[config.mk]
export PLATFORM = sky130hd
export DESIGN_NAME = button_event_scheduler_flat
export DESIGN_NICKNAME = d
export VERILOG_FILES = /design/src/rtl/button_event_scheduler_if.sv /design/src/rtl/button_event_scheduler.sv /design/src/flat_wrapper.sv
export SDC_FILE = /design/constraint.sdc
export NUM_CORES = 1
export LEC_CHECK = 0
export ABC_AREA = 1
export CORE_MARGIN = 1
export CORE_UTILIZATION = 55
export DETAILED_ROUTE_END_ITERATION = 8
export GPL_TIMING_DRIVEN = 1
export HOLD_SLACK_MARGIN = 0.15
export PLACE_DENSITY = 0.76
export SYNTH_ARGS = -nofsm -noshare
export SYNTH_HDL_FRONTEND = slang
export SYNTH_SLANG_ARGS = --single-unit
[constraint.sdc]
create_clock -name clk -period 2.48 [get_ports clk]
set_input_delay 0.496 -clock clk [delete_from_list [all_inputs] [get_ports clk]]
set_output_delay 0.496 -clock clk [all_outputs]
set_load 0.02 [all_outputs]
[src/rtl/button_event_scheduler_if.sv]
// Bundle of button inputs, event handshake and status flags shared by the
// scheduler and whoever drives the buttons / consumes the events.
interface button_event_scheduler_if;
    logic [2:0] b_level;
    logic       evt_ready;
    logic       ovf_clr;
    logic       evt_valid;
    logic [2:0] evt_code;
    logic [2:0] evt_count;
    logic       overflow;

    modport master (
        output b_level, evt_ready, ovf_clr,
        input  evt_valid, evt_code, evt_count, overflow
    );

    modport slave (
        input  b_level, evt_ready, ovf_clr,
        output evt_valid, evt_code, evt_count, overflow
    );
endinterface

[src/rtl/button_event_scheduler.sv]
// Turns three debounced button levels into short/long press events, holds one
// pending event per button and queues them in priority order into a 4-deep FIFO.
module button_event_scheduler #(
    parameter logic [15:0] LONG_CYCLES = 16'd50000
) (
    input  logic                        clk,
    input  logic                        rst_n,
    button_event_scheduler_if.slave     bus
);

    logic [15:0] hc_r [3];
    logic [2:0]  long_evt_s;
    logic [2:0]  short_evt_s;
    logic [2:0]  gen_s;
    logic [2:0]  drop_s;
    logic [2:0]  pend_v_r;
    logic [2:0]  pend_l_r;
    logic [2:0]  grant_s;
    logic [2:0]  push_code_s;
    logic        push_s;
    logic        pop_s;
    logic        full_s;
    logic [2:0]  count_next_s;
    logic [2:0]  fifo_mem_r [4];
    logic [1:0]  wr_ptr_r;
    logic [1:0]  rd_ptr_r;
    logic [2:0]  count_r;
    logic        evt_valid_r;
    logic        overflow_r;

    // Press classification from the current hold count and the sampled level.
    always_comb begin
        long_evt_s  = 3'b000;
        short_evt_s = 3'b000;
        for (int i = 0; i < 3; i++) begin
            long_evt_s[i]  = bus.b_level[i] && (hc_r[i] == (LONG_CYCLES - 16'd1));
            short_evt_s[i] = !bus.b_level[i] && (hc_r[i] != 16'd0) && (hc_r[i] < LONG_CYCLES);
        end
        gen_s = long_evt_s | short_evt_s;
    end

    // Fixed-priority grant of one pending slot; a full FIFO accepts only if it pops.
    always_comb begin
        pop_s       = evt_valid_r && bus.evt_ready;
        full_s      = (count_r == 3'd4);
        grant_s     = 3'b000;
        push_code_s = 3'b000;
        if (!full_s || pop_s) begin
            if (pend_v_r[0]) begin
                grant_s     = 3'b001;
                push_code_s = {pend_l_r[0], 2'd0};
            end else if (pend_v_r[1]) begin
                grant_s     = 3'b010;
                push_code_s = {pend_l_r[1], 2'd1};
            end else if (pend_v_r[2]) begin
                grant_s     = 3'b100;
                push_code_s = {pend_l_r[2], 2'd2};
            end else begin
                grant_s     = 3'b000;
                push_code_s = 3'b000;
            end
        end else begin
            grant_s     = 3'b000;
            push_code_s = 3'b000;
        end
        push_s       = |grant_s;
        // A slot being granted this edge can take a new event without loss.
        drop_s       = gen_s & pend_v_r & ~grant_s;
        count_next_s = count_r + {2'b00, push_s} - {2'b00, pop_s};
    end

    // Per-button hold counters, saturating so a held button yields one long event.
    always_ff @(posedge clk or negedge rst_n) begin
        if (!rst_n) begin
            for (int i = 0; i < 3; i++) begin
                hc_r[i] <= 16'd0;
            end
        end else begin
            for (int i = 0; i < 3; i++) begin
                if (!bus.b_level[i]) begin
                    hc_r[i] <= 16'd0;
                end else if (hc_r[i] != LONG_CYCLES) begin
                    hc_r[i] <= hc_r[i] + 16'd1;
                end else begin
                    hc_r[i] <= hc_r[i];
                end
            end
        end
    end

    // Pending slots: refill on a new event, clear when granted.
    always_ff @(posedge clk or negedge rst_n) begin
        if (!rst_n) begin
            pend_v_r <= 3'b000;
            pend_l_r <= 3'b000;
        end else begin
            for (int i = 0; i < 3; i++) begin
                if (gen_s[i] && (!pend_v_r[i] || grant_s[i])) begin
                    pend_v_r[i] <= 1'b1;
                    pend_l_r[i] <= long_evt_s[i];
                end else if (grant_s[i]) begin
                    pend_v_r[i] <= 1'b0;
                end else begin
                    pend_v_r[i] <= pend_v_r[i];
                end
            end
        end
    end

    // Event FIFO storage, pointers and occupancy.
    always_ff @(posedge clk or negedge rst_n) begin
        if (!rst_n) begin
            for (int i = 0; i < 4; i++) begin
                fifo_mem_r[i] <= 3'b000;
            end
            wr_ptr_r    <= 2'd0;
            rd_ptr_r    <= 2'd0;
            count_r     <= 3'd0;
            evt_valid_r <= 1'b0;
        end else begin
            if (push_s) begin
                fifo_mem_r[wr_ptr_r] <= push_code_s;
                wr_ptr_r             <= wr_ptr_r + 2'd1;
            end
            if (pop_s) begin
                rd_ptr_r <= rd_ptr_r + 2'd1;
            end
            count_r     <= count_next_s;
            evt_valid_r <= (count_next_s != 3'd0);
        end
    end

    // Sticky overflow; a drop in the clearing cycle keeps it set.
    always_ff @(posedge clk or negedge rst_n) begin
        if (!rst_n) begin
            overflow_r <= 1'b0;
        end else if (|drop_s) begin
            overflow_r <= 1'b1;
        end else if (bus.ovf_clr) begin
            overflow_r <= 1'b0;
        end else begin
            overflow_r <= overflow_r;
        end
    end

    assign bus.evt_valid = evt_valid_r;
    assign bus.evt_code  = fifo_mem_r[rd_ptr_r];
    assign bus.evt_count = count_r;
    assign bus.overflow  = overflow_r;

endmodule

[src/flat_wrapper.sv]
// flat-port wrapper written by rule: the top's interface ports become plain ports
module button_event_scheduler_flat 
#(
    parameter logic [15:0] LONG_CYCLES = 16'd50000
)
  (clk, rst_n, bus_b_level, bus_evt_ready, bus_ovf_clr, bus_evt_valid, bus_evt_code, bus_evt_count, bus_overflow);
  button_event_scheduler_if bus_i ();
  input  logic clk;
  input  logic rst_n;
  input wire logic [$bits(bus_i.b_level)-1:0] bus_b_level;
  input wire logic [$bits(bus_i.evt_ready)-1:0] bus_evt_ready;
  input wire logic [$bits(bus_i.ovf_clr)-1:0] bus_ovf_clr;
  output wire logic [$bits(bus_i.evt_valid)-1:0] bus_evt_valid;
  output wire logic [$bits(bus_i.evt_code)-1:0] bus_evt_code;
  output wire logic [$bits(bus_i.evt_count)-1:0] bus_evt_count;
  output wire logic [$bits(bus_i.overflow)-1:0] bus_overflow;
  assign bus_i.b_level = bus_b_level;
  assign bus_i.evt_ready = bus_evt_ready;
  assign bus_i.ovf_clr = bus_ovf_clr;
  assign bus_evt_valid = bus_i.evt_valid;
  assign bus_evt_code = bus_i.evt_code;
  assign bus_evt_count = bus_i.evt_count;
  assign bus_overflow = bus_i.overflow;
  button_event_scheduler #(.LONG_CYCLES(LONG_CYCLES)) u_core (.clk(clk), .rst_n(rst_n), .bus(bus_i));
endmodule
==> flow_metrics.py, run 1 <==
metrics = {
    "run_status": {
        "outcome": "finished clean",
    },
    "drt": {
        "wl_per_cell_microns": 12.0,
        "final_antenna_net_count": 0,
        "vias": 3373,
        "drtIter0Drc": 141,
        "finalWirelength_microns": 7730,
        "route.detailed.drc": 0,
        "viasPerCell": 5.22,
        "firstDrtPassIters": 4,
    },
    "timing": {
        "hold_slack_ns": 0.274,
        "fin_setup_tns_ns": 0,
        "setup_viol": 0,
        "rsz0062_at_grt": "false",
        "layout_setup_ws_ns": 0.113,
        "relSlewSlack": 0.377,
        "clock_skew_ns": 0.00926,
        "hold_viol_final": 0,
        "final.period_utilization": 0.955,
        "period_needed_ns": 2.37,
        "tightest_slew_ns": 0.934,
        "max_freq_mhz": 422,
        "drv_slew": 0,
    },
    "floorplanning": {
        "die_h_microns": 87.8,
        "rows": 30,
        "coreArea_sq_um": 6940,
        "die_x_microns": 87.8,
        "start_util": 0.583,
        "pin_count": 15,
        "dieArea_sq_um": 7710,
    },
    "placed_design": {
        "hpwl_microns": 5470,
        "dpl_cell_area_sq_um": 4340,
        "place_congestion": 0.861,
        "dp_slack_ns": -0.105,
        "io_buffers": 14,
    },
    "yosys": {
        "synthCells": 518,
        "syn-num-nets": 538,
        "synth_cell_types": 33,
        "synth_area_leaders": "dfrtp_1, nand2_1, nor2_1",
        "synth-main-ff-cell": "dfrtp_1",
        "synth_edf_count": 0,
        "ys_warn_count": 0,
        "syn_avg_cell_area_sq_um": 7.81,
        "yosysTopAreaCell": "dfrtp_1",
        "postSynth.asyncResetShare": 1.00,
        "synth_area_sq_um": 4050,
        "synth_seq_cells": 75,
        "synth.most_common_cell": "nand2_1",
        "synth_commonest_cells": "nand2_1, nor2_1, dfrtp_1",
        "synth_top_area_share": 0.464,
        "ys_seq_area_frac": 0.464,
    },
    "worst_setup_path": {
        "cp_num_buf_inv": 2,
        "crit_path_cell_trace": "inv_1 -> o21ai_0 -> o22ai_1 -> clkdlybuf4s50_1",
        "cp_slowest_stage_delay_ns": 0.62,
        "ff2ff_setup_slack_ns": 0.42,
        "startpoint_type": "register",
        "worst_r2r_path_depth": 9,
        "cp_max_fo": 8,
        "slowest_stage": "clkdlybuf4s50_1",
        "reg2reg_to": "u_core.bus.evt_valid",
        "critPathTopFamily": "buffers and inverters",
        "crit_type": "reg2out",
        "worstPathRequired_ns": 1.98,
        "reg2reg_from": "u_core.bus.evt_valid",
        "crit_start": "u_core.rd_ptr_r[0]",
        "cp-end-kind": "output port",
        "endpoint": "bus_evt_code[1]",
        "critical_path_arrival_ns": 1.87,
        "path_depth": 4,
    },
    "global_routing": {
        "grt_overflow": 0,
        "grt_pass1_wl_microns": 13400,
        "grt_max_degree": 76,
        "track_usage": 0.224,
        "grt_pass1_vias": 3133,
        "antenna_found_initial": 0,
    },
    "finish": {
        "area_growth_pct": 12.4,
        "n_fill_cell": 594,
        "final_area_sq_um": 4550,
        "fin_nets": 566,
        "diodes": 0,
        "layout-drive-gt1-share": 0.0873,
    },
    "cts": {
        "clk_pin_slew_worst_paths_ns": 0.07,
        "clock-root-buffer": "clkbuf_8",
        "cts_resized": 0,
        "hold_buffers": 0,
        "cts_buffers": 9,
        "cts_sinks": 75,
        "cts_tree": "done",
        "postCtsSetupRepairBufs": 0,
        "clk_path_buf_depth": 2,
        "cts_htree_levels": 3,
        "clk-insertion-delay-late_ns": 0.35,
    },
    "run": {
        "max-cap-violations": 0,
    },
    "min_path": {
        "worst_hold_path_type": "in2async",
    },
    "power": {
        "total_power_mw": 3.58,
        "ir_worst_vdd_mv": 0.345,
        "p_leak_nw": 2.19,
        "power_density_nw_per_um2": 786,
    },
}
-- logic make-up after synthesis --
group / count (synthesis) / synth area share
adder cells (fa/ha/maj): 13 / 0.0420
flip-flops: 75 / 0.464
AO/OA/AOI/OAI: 92 / 0.118
AND/OR/NAND/NOR: 253 / 0.287
buffers and inverters: 77 / 0.0723
XOR/XNOR: 8 / 0.0173
-- worst min-delay path by stage --
stage / startpoint / end / cells past startpoint
2_1_floorplan: rst_n / u_core.bus.evt_count[0] / 0
3_3_place_gp: u_core.fifo_mem_r[4] / u_core.fifo_mem_r[4] / 2
3_5_place_dp: u_core.fifo_mem_r[8] / u_core.fifo_mem_r[8] / 2
4_1_cts: rst_n / u_core.hc_r[46] / 1
5_1_grt: rst_n / u_core.hc_r[24] / 1
6_report: rst_n / u_core.hc_r[30] / 1
-- through the flow --
step,cells,util
after global routing,646,0.655
after detailed placement,631,0.624
after global placement,631,0.624
after CTS,646,0.655
after floorplan,518,-
final,646,0.655
-- report_power, final --
group,switching (mW),internal (mW),leakage (nW),total (mW)
combinational,0.591,0.433,1.08,1.02
sequential,0.145,1.40,1.00,1.55
clock,0.432,0.570,0.109,1.00
total,1.17,2.41,2.19,3.58
-- sequential cells by signal (all words and copies together), names as in the netlist --
| register | count |
|---|---|
| u_core.rd_ptr_r | 2 |
| u_core.bus.evt_valid | 1 |
| u_core.wr_ptr_r | 2 |
| u_core.pend_v_r | 3 |
| u_core.bus.overflow | 1 |
| u_core.fifo_mem_r | 12 |
| u_core.bus.evt_count | 3 |
| u_core.hc_r | 48 |
| u_core.pend_l_r | 3 |
-- routing by layer --
metal,GRT usage,vias to the layer above,share of wire
met5,0,-,0
met3,0.0566,11,0.034
met4,0.0686,0,0.012
li1,-,1737,-
met1,0.278,1582,0.47
met2,0.386,43,0.48
-- cell usage in the layout, fill, tap and decap left out, types with 3 or more instances in the layout --
cell type and n:
nand2_1 99, nor2_1 76, dfrtp_1 75, inv_1 70, o21ai_0 50, nand3_1 32
a21oi_1 29, clkbuf_8 13, clkdlybuf4s50_1 13, ha_1 12, nor3_1 10, nand4_1 7
buf_4 7, nor3_2 5, nor2_4 5, xnor2_1 4, nor2_2 4, o21ai_1 4
xor2_1 4, inv_2 4, nand2_2 4, o22ai_1 3, a31oi_1 3, nand3_2 3
-- final cells by class --
| class | count | area [sq um] | area share |
|---|---|---|---|
| multi-input combinational | 366 | 1880 | 0.413 |
| sequential | 75 | 1880 | 0.413 |
| inverter | 74 | 278 | 0.0611 |
| clock buffer | 14 | 183 | 0.0402 |
| timing repair buffer | 20 | 183 | 0.0402 |
| tap | 96 | 120 | 0.0264 |
| clock inverter | 1 | 30.0 | 0.00660 |
(Power assumes the default switching activity.)
==> run 2, diff against run 1 <==
--- a/config.mk
+++ b/config.mk
@@ -12,6 +12,7 @@
 export GPL_TIMING_DRIVEN = 1
 export HOLD_SLACK_MARGIN = 0.15
 export PLACE_DENSITY = 0.76
+export RECOVER_POWER = 100
 export SYNTH_ARGS = -nofsm -noshare
 export SYNTH_HDL_FRONTEND = slang
 export SYNTH_SLANG_ARGS = --single-unit
==> constraint.sdc (replaced) <==
create_clock -name clk -period 2.3 [get_ports clk]
set_input_delay 0.46 -clock clk [delete_from_list [all_inputs] [get_ports clk]]
set_output_delay 0.46 -clock clk [all_outputs]
set_load 0.02 [all_outputs]
==> run 2 against run 1 <==
  * Non-clock buffer count up 5
  * Hold slack better by 0.22 ns
  * Core utilization down 0.74 points
  * Wire length up 1.7%
  * First-iteration DRC count down 9.9%
  * Global-route usage up 0.059 points
  * Die area unchanged
  * Sequential share of layout area up 0.47 points
  * Register-to-register slack worse by 0.17 ns
  * Critical endpoint is now u_core.bus.evt_valid
  * Largest cell class is now sequential cells
  * Highest routed layer unchanged
==> flow_metrics.py, run 2 (synthesis gave the netlist of run 1 again) <==
metrics = {
    "cts": {
        "clk-insertion-delay-late_ns": 0.36,
        "cts_buffers": 9,
        "cts_tree": "done",
        "clock-root-buffer": "clkbuf_8",
        "clk_path_buf_depth": 2,
        "clk_pin_slew_worst_paths_ns": 0.08,
        "cts_sinks": 75,
        "cts_htree_levels": 3,
    },
    "timing": {
        "final.period_utilization": 0.943,
        "period_needed_ns": 2.17,
        "layout_setup_ws_ns": 0.131,
        "setup_viol": 0,
        "tightest_slew_ns": 1.03,
        "clock_skew_ns": 0.0139,
        "hold_viol_final": 0,
        "fin_setup_tns_ns": 0,
        "max_freq_mhz": 461,
        "hold_slack_ns": 0.490,
        "drv_slew": 0,
        "rsz0062_at_grt": "false",
        "relSlewSlack": 0.311,
    },
    "finish": {
        "largest_reg_flops": 48,
        "final_area_sq_um": 4500,
        "diodes": 0,
        "finalNonFillerCells": 652,
        "final_util": 0.648,
        "regMostFlops": "u_core.hc_r",
        "final_common_cell": "nand2_1",
        "n_fill_cell": 631,
        "reg_top3": "u_core.hc_r: 48 flops, u_core.fifo_mem_r: 12 flops",
        "layout-drive-gt1-share": 0.0594,
        "layout_common_cells": "nand2_1, nor2_1, dfrtp_1",
        "area_growth_pct": 11.1,
        "fin_nets": 571,
    },
    "floorplanning": {
        "die_h_microns": 87.8,
        "pin_count": 15,
        "dieArea_sq_um": 7710,
        "start_util": 0.583,
        "coreArea_sq_um": 6940,
        "die_x_microns": 87.8,
        "rows": 30,
    },
    "placed_design": {
        "place_congestion": 0.882,
        "io_buffers": 14,
        "dpl_cell_area_sq_um": 4380,
        "dp.cells": 635,
        "hpwl_microns": 5730,
        "dp_slack_ns": -0.242,
    },
    "worst_setup_path": {
        "critical_path_arrival_ns": 2.41,
        "crit_path_cell_trace": "clkdlybuf4s50_1 -> nand2_1 -> inv_1 -> ha_1 -> inv_1 -> ha_1 -> inv_1 -> fa_1 -> inv_1 -> or3_1",
        "ff2ff_setup_slack_ns": 0.25,
        "reg2reg_to": "u_core.bus.evt_valid",
        "crit_type": "in2reg",
        "cp_max_fo": 3,
        "slowest_stage": "fa_1",
        "cp_slowest_stage_delay_ns": 0.47,
        "critPathTopFamily": "adder cells",
        "worstPathRequired_ns": 2.54,
        "cp_num_buf_inv": 5,
        "worst_r2r_path_depth": 9,
        "startpoint_type": "input pin",
        "cpMostUsedCell": "inv_1",
        "reg2reg_from": "u_core.bus.evt_valid",
        "cp-end-kind": "register",
    },
    "power": {
        "p_leak_nw": 2.20,
        "total_power_mw": 3.80,
        "ir_worst_vdd_mv": 0.352,
        "power_density_nw_per_um2": 845,
    },
    "run_status": {
        "outcome": "finished clean",
    },
    "min_path": {
        "worst_hold_path_type": "reg2reg",
        "hp-start": "u_core.fifo_mem_r[4]",
        "min_to": "u_core.fifo_mem_r[4]",
        "min_path_cells": 2,
    },
    "global_routing": {
        "grt_overflow": 0,
        "grt_max_degree": 42,
        "grt_pass1_vias": 3120,
        "antenna_found_initial": 0,
        "grt_pass1_wl_microns": 13500,
        "track_usage": 0.225,
    },
    "drt": {
        "final_antenna_net_count": 0,
        "wl_per_cell_microns": 12.1,
        "drtIter0Drc": 127,
        "vias": 3411,
        "route.detailed.drc": 0,
        "finalWirelength_microns": 7860,
        "viasPerCell": 5.23,
        "firstDrtPassIters": 4,
    },
    "run": {
        "max-cap-violations": 0,
    },
}
-- run 2: routing by layer --
| layer | global-route usage | up-vias | wire (microns) |
|---|---|---|---|
| li1 | - | 1736 | - |
| met1 | 0.308 | 1598 | 3820 |
| met2 | 0.362 | 65 | 3670 |
| met3 | 0.0339 | 12 | 263 |
| met4 | 0.0879 | 0 | 110 |
| met5 | 0 | - | 0 |
-- run 2: final cells by class --
class                   instances  area, sq um  share of cell area
clock inverters                 7         85.1              0.0189
multi-input cells             366         1810               0.402
inverters                      74          278              0.0618
clock buffers                   9          124              0.0275
well taps                      96          120              0.0267
repair buffers                 25          205              0.0456
flip-flops and latches         75         1880               0.417
-- run 2: worst min-delay path, cell delays in order, from the launching register on --
cell	delay, ns
dfrtp_1	0.35
nand2_1	0.05
o21ai_0	0.06
-- run 2: how the worst max path moves through the flow --
stage | from | endpoint | slack (ns) | cells after the start
6_report | bus_evt_ready | u_core.bus.evt_valid | 0.13 | 10
3_3_place_gp | bus_evt_ready | u_core.bus.evt_valid | -0.21 | 10
5_1_grt | bus_evt_ready | u_core.bus.evt_valid | 0.03 | 10
4_1_cts | u_core.rd_ptr_r[0] | bus_evt_code[0] | 0.0003 | 4
2_1_floorplan | u_core.bus.evt_count[1] | u_core.bus.evt_valid | 0.18 | 9
3_5_place_dp | bus_evt_ready | u_core.bus.evt_valid | -0.24 | 10
-- run 2: repair_timing --
item | in CTS | in global routing
buffers inserted | 0 | 0
hold endpoints to repair | 39 | 0
gates cloned | 0 | 0
setup endpoints to repair | 2 | 1
gates resized for setup | 2 | 1
hold buffers | 1 | 0
-- run 2: where the power goes --
part | total, mW | internal (mW) | leakage [nW] | switching [mW]
clock network | 1.08 | 0.522 | 0.106 | 0.561
logic | 1.05 | 0.407 | 1.09 | 0.646
registers | 1.66 | 1.51 | 1.00 | 0.151
